==> src/rtl/bpu_ras_param_pkg.sv <==
// Shared CPU definitions for the return-address stack: address, TOS view and checkpoint types.
// Checkpoint fields are sized for the largest supported stack so one pipe format serves every DEPTH.
package bpu_ras_param_pkg;

    localparam int RAS_DEPTH     = 8;
    localparam int RAS_MAX_DEPTH = 64;
    localparam int RAS_CKPT_PW   = $clog2(RAS_MAX_DEPTH);
    localparam int RAS_CKPT_CW   = RAS_CKPT_PW + 1;

    typedef logic [31:0] virt_t;

    typedef struct packed {
        logic  valid;
        virt_t data;
    } ras_t;

    typedef struct packed {
        logic [RAS_CKPT_PW-1:0] ptr;
        logic [RAS_CKPT_CW-1:0] count;
        virt_t                  data;
    } ras_ckpt_t;

endpackage

==> src/rtl/bpu_ras_param.sv <==
// Circular return-address stack with zero-latency TOS read and checkpoint repair; recover beats push/pop.
// Updates land on the next clk edge; no backpressure, a push on a full stack overwrites the oldest entry.
module bpu_ras_param
    import bpu_ras_param_pkg::*;
#(
    parameter int DEPTH = RAS_DEPTH,
    parameter int PW    = $clog2(DEPTH)
)(
    input  logic      clk,
    input  logic      resetn,
    input  logic      push,
    input  virt_t     push_addr,
    input  logic      pop,
    output ras_t      top,
    output ras_ckpt_t snap,
    input  logic      recover,
    input  ras_ckpt_t recover_ckpt,
    output logic      ovf
);

    localparam logic [PW:0] DEPTH_CNT = (PW+1)'(DEPTH);

    virt_t         r_mem [DEPTH];
    logic [PW-1:0] r_ptr;
    logic [PW:0]   r_count;
    logic          r_ovf;

    logic [PW-1:0] w_ptr_inc;
    logic [PW-1:0] w_ptr_dec;
    logic          w_full;
    logic          w_empty;
    logic [PW-1:0] w_rc_ptr;
    logic [PW:0]   w_rc_count;
    logic          w_unused_ckpt;

    assign w_ptr_inc = r_ptr + PW'(1);
    assign w_ptr_dec = r_ptr - PW'(1);
    assign w_full    = (r_count == DEPTH_CNT);
    assign w_empty   = (r_count == '0);

    // Checkpoint ptr bits above PW belong to larger configurations and are dropped.
    assign w_rc_ptr      = recover_ckpt.ptr[PW-1:0];
    assign w_rc_count    = (recover_ckpt.count > RAS_CKPT_CW'(DEPTH)) ? DEPTH_CNT
                                                                       : recover_ckpt.count[PW:0];
    assign w_unused_ckpt = ^recover_ckpt.ptr;

    always_ff @(posedge clk) begin
        if (!resetn) begin
            r_ptr   <= '0;
            r_count <= '0;
            r_ovf   <= 1'b0;
            for (int i = 0; i < DEPTH; i++) begin
                r_mem[i] <= '0;
            end
        end else begin
            r_ovf <= 1'b0;
            if (recover) begin
                r_ptr           <= w_rc_ptr;
                r_count         <= w_rc_count;
                r_mem[w_rc_ptr] <= recover_ckpt.data;
            end else if (push && pop) begin
                // Return immediately followed by a call: replace TOS in place.
                r_mem[r_ptr] <= push_addr;
                if (w_empty) begin
                    r_count <= (PW+1)'(1);
                end
            end else if (push) begin
                r_ptr            <= w_ptr_inc;
                r_mem[w_ptr_inc] <= push_addr;
                if (w_full) begin
                    r_ovf <= 1'b1;
                end else begin
                    r_count <= r_count + (PW+1)'(1);
                end
            end else if (pop && !w_empty) begin
                r_ptr   <= w_ptr_dec;
                r_count <= r_count - (PW+1)'(1);
            end
        end
    end

    always_comb begin
        top.valid  = !w_empty;
        top.data   = r_mem[r_ptr];
        snap.ptr   = RAS_CKPT_PW'(r_ptr);
        snap.count = RAS_CKPT_CW'(r_count);
        snap.data  = r_mem[r_ptr];
    end

    assign ovf = r_ovf;

endmodule

==> config.mk <==
export PLATFORM = sky130hd
export DESIGN_NAME = bpu_ras_param
export DESIGN_NICKNAME = d
export VERILOG_FILES = /design/src/rtl/bpu_ras_param_pkg.sv /design/src/rtl/bpu_ras_param.sv
export SDC_FILE = /design/constraint.sdc
export NUM_CORES = 1
export LEC_CHECK = 0
export ABC_AREA = 0
export BUFFER_PORTS_ARGS = -buffer_cell sky130_fd_sc_hd__buf_2
export CAP_MARGIN = 15
export CORE_AREA = 2 2 145 176
export DETAILED_ROUTE_END_ITERATION = 10
export DIE_AREA = 0 0 147 178
export GPL_TIMING_DRIVEN = 0
export PLACE_DENSITY = 0.83
export REMOVE_ABC_BUFFERS = 1
export SLEW_MARGIN = 5
export SYNTH_ARGS = -nofsm -noshare
export SYNTH_HDL_FRONTEND = slang
export SYNTH_SLANG_ARGS = --single-unit
==> constraint.sdc <==
create_clock -name clk -period 4.3 [get_ports clk]
set_clock_uncertainty 0.1 [all_clocks]
set_input_delay 0.215 -clock clk [delete_from_list [all_inputs] [get_ports clk]]
set_output_delay 0.215 -clock clk [all_outputs]
set_load 0.02 [all_outputs]
# Word level (Yosys, flattened, before mapping)
# Memory sizes are Yosys's and may differ from the RTL's. A register that Yosys moved wholly into a read port is not among the register bits.
# Index checks and enable logic that the tools add are counted.
[op_classes]
add_sub_neg = 4
order_cmp = 1
eq_ne = 4
muxes = 36
bitwise = 2
reduce_logical = 12
[op_table]
columns = ["op", "n"]
rows = [
  ["$mux 32", 3],
  ["$reduce_or 32->1", 3],
  ["$mux 4", 7],
  ["$mux 3", 9],
  ["$mux 1", 17],
  ["$gt 7x4->1 const B", 1],
  ["$add 4x1->4 const B", 1],
  ["$eq 4x4->1 const B", 1],
  ["$logic_not 4->1", 1],
  ["$ne 4x3->1 const B", 1],
  ["$reduce_bool 4->1", 1],
  ["$reduce_or 4->1", 1],
  ["$sub 4x1->4 const B", 1],
  ["$add 3x1->3 const B", 1],
  ["$ne 3x3->1 const B", 1],
  ["$reduce_and 3->1", 1],
  ["$reduce_bool 3->1", 1],
  ["$sub 3x1->3 const B", 1],
  ["$logic_and 1x1->1", 2],
  ["$ne 2x2->1 const B", 1],
  ["$not 1->1", 2],
  ["$reduce_and 2->1", 1],
  ["$logic_not 1->1", 1],
]
[word_totals]
register_bits = 8
mem_bits_rw = 256
in_bits = 82
output_inout_bits = 79
memories = 1
[mem_list]
columns = ["memory", "depth", "word_bits", "read_ports", "rd_ports_with_merged_regs", "wr", "line", "rtl"]
rows = [
  ["r_mem", 8, 32, 1, 1, 8, "bpu_ras_param.sv:23", "virt_t r_mem [DEPTH];"],
]

# Longest topological paths before layout
[depth]
ltp_word = 9
ltp_mapped = 9
mapped_depth_nobuf = 6

# Least setup slack after synthesis
# OpenSTA, ideal clock, no wires.
[synth_path]
kind = "register -> register"
from = "register r_ptr[0]"
to = "memory r_mem[2][0] (netlist name) (enable)"
setup_ns = 0.470
arrival_ns = 4.188
t_required_ns = 3.730
path_slack_ns = -0.458
stages_incl_launch_ff = 10
n_path_buf = 3
period_less_slack_ns = 4.758
cell_sequence = "dfxtp_1 > inv_1 > ha_1 > or2_2 > mux2i_1 > or2_1 > clkbuf_1 > buf_2 > buf_2 > o31ai_1"
[synth_rtl]
columns = ["element", "line", "rtl"]
rows = [
  ["start, declared", "bpu_ras_param.sv:24", "logic [PW-1:0] r_ptr;"],
  ["start signal, assigned", "bpu_ras_param.sv:58", "r_ptr <= w_rc_ptr;"],
  ["start signal, assigned", "bpu_ras_param.sv:68", "r_ptr <= w_ptr_inc;"],
  ["start signal, assigned", "bpu_ras_param.sv:76", "r_ptr <= w_ptr_dec;"],
  ["end, declared", "bpu_ras_param.sv:23", ""],
]

==> impl_metrics.tcl <==
set metrics [dict create \
    setup-violations-final 0 \
    num_vias 8521 \
    postSynthCellCount 881 \
    critPathMaxFanout 25 \
    clkTransAtPathRegs_ps 60 \
    rsz0062_at_grt "false" \
    grt_pass1_vias 8584 \
    io_pins 161 \
    grt_max_degree 85 \
    peakVddDrop_v 0.0003126 \
    place.gp.congestion 0.7742 \
    hold_viol_final 0 \
    hp-class "input port to register" \
    tns_ps 0 \
    powerDensity_nw_per_um2 432.4 \
    fmax_mhz 258.4 \
    slowest_stage "nand3b_1" \
    syn2layout_area_growth_pct 16.87 \
    cap_violations 0 \
    fp.coreArea_um2 24440 \
    routed_wl_um 31690 \
    crit_chain "buf_2, nand3b_1, buf_8, mux2i_1, o221ai_4, buf_16, o21ai_4, buf_16" \
    antennaDiodeCount 0 \
    htreeDepth 1 \
    synthArstFlopShare_pct 0 \
    die_y_um 178 \
    die-width_um 147 \
    ant_nets 0 \
    worstMarginPinSlew_ps 907.1 \
    grt_pass1_wl_um 48020 \
    n_fill_cell 1728 \
    hpwl_um 18750 \
    initial_core_util_pct 52.32 \
    hold_ws_ps 17.43 \
    cts.sinks 267 \
    path_delay_family "buffers and inverters" \
    cp-start-kind "input port" \
    drv_slew 0 \
    ys_ff_latch 267 \
    drc 0 \
    ys_seq_area_share_pct 61.85 \
    yosys_most_used_dff "edfxtp_1" \
    leakage_nw 5.258 \
    yosysWarnings 0 \
    num_rows 63 \
    post-route-min-period_ps 3870 \
    final_common_cell "edfxtp_1" \
    fin_crit_sh_pct 90.01 \
    cp-end-kind "register" \
    fin_nets 1048 \
    cts_tree "built" \
    crit_top_cell "buf_16" \
    drive_gt1_share_pct 33.88 \
    die_area_um2 26170 \
    clockRootBuffer "clkbuf_16" \
    clk-insertion-delay-late_ps 510 \
    syn_area_per_cell_um2 14.51 \
    antenna_found_initial 0 \
    cp_num_buf_inv 4 \
    status "finished clean" \
    syn_area_um2 12780 \
    reg2reg_setup_slack_ps 620 \
    clockBufferDepth 3 \
    vias_per_cell 6.560 \
    portBuffers 151 \
    final_cell_mix "edfxtp_1 (256), buf_2 (151), nor3_1 (131), nor4_1 (130), mux4_2 (64)" \
    worstSetupPathType "input port to register" \
    cp_slowest_stage_delay_ps 700 \
    synth-edff-count 256 \
    p_total_mw 6.461 \
    cts_resized 0 \
    slew_headroom_pct 37.79 \
    arrival_ps 3980 \
    required_ps 4410 \
    drtIter0Drc 867 \
    drtPass1Iterations 5 \
    track_usage_pct 23.88 \
    wl_per_cell_um 24.40 \
    synthDistinctLibCells 44 \
    overflow 0 \
    cts_buffers 25 \
]
[cells in the mapped netlist (5+ instances only)]
master | count | area, µm²
nand2_1 | 8 | 30.03
nor3_1 | 131 | 655.6
o21ai_0 | 5 | 25.02
buf_1 | 7 | 26.28
inv_1 | 8 | 30.03
o31ai_1 | 6 | 45.04
mux2i_1 | 35 | 350.3
buf_4 | 38 | 285.3
clkbuf_1 | 59 | 221.5
edfxtp_1 | 256 | 7687
buf_2 | 33 | 165.2
nor4_1 | 130 | 813.3
dfxtp_1 | 11 | 220.2
a21oi_1 | 7 | 35.03
mux4_2 | 64 | 1441
mux2_2 | 32 | 360.4
[logic make-up (layout without fill, tap and decap cells)]
logic type,count (synthesis),count (layout),synth area share (%)
other cells,1,6,0.02933
xor+xnor,7,7,0.4796
fa+ha+maj,5,5,0.5481
flops,267,267,61.85
buf+inv,145,233,5.696
mux,131,131,16.83
simple gates,289,289,12.63
compound gates,36,36,1.928
[path summary, 6_finish.rpt]
check	start	end	cells after the start
setup / recovery	resetn	r_mem[5][31]	8
hold / removal	recover_ckpt[40]	register	4
setup reg to reg	r_ptr[0]	r_mem[5][31]	8
hold reg to reg	r_count[3]	ovf	2
[final cells by class]
cell class,count,area (µm²),share of cell area (%)
clock inverters,11,131.4,0.8793
well taps,325,406.6,2.721
flip-flops and latches,267,7916,52.98
repair buffers,185,1474,9.864
inverters,8,30.03,0.2010
clock buffers,29,640.6,4.287
multi-input cells,474,4343,29.07
[timing repair]
item | in CTS | in global routing
buffers inserted | 0 | 0
hold buffers | 4 | 0
endpoints found under the hold margin | 6 | 0
[state kept, by name (all words and copies together) (netlist names), named ones only]
signal and count:
r_mem 256, r_count 4, r_ptr 3, ovf 1
[where the power goes]
group | total [mW] | leakage, nW | switching (mW) | internal (mW)
Combinational | 1.22 | 2.17 | 0.751 | 0.470
Sequential | 3.09 | 2.71 | 0.0795 | 3.01
Clock | 2.15 | 0.374 | 0.910 | 1.24
[stage by stage]
step	utilization [%]	instances	instance area, µm²	setup slack [ps]
3_5_place_dp	57.80	1254	14120	-70.64
2_1_floorplan	-	749	12110	-4453
3_3_place_gp	54.30	1225	13270	-13840
4_1_cts	61.13	1298	14940	455.2
6_report	61.15	1299	14940	429.8
5_1_grt	61.15	1299	14940	278.1
[worst reg2reg max path: stages (launching register included)]
cell	delay, ps
dfxtp_1	440
inv_1	70
ha_1	320
or2_2	300
mux2i_1	430
o221ai_4	460
buf_16	330
o21ai_4	660
buf_16	270
[layer usage]
metal	GRT usage (%)	wire length (µm)	part of all wire (%)	vias up
met4	9.575	1037	3.3	0
li1	-	-	-	3705
met3	3.939	2266	7.1	84
met2	42.96	16750	53	470
met1	28.93	11640	37	4262
met5	0	0	0	-
Power figures use the tool's default switching activity.
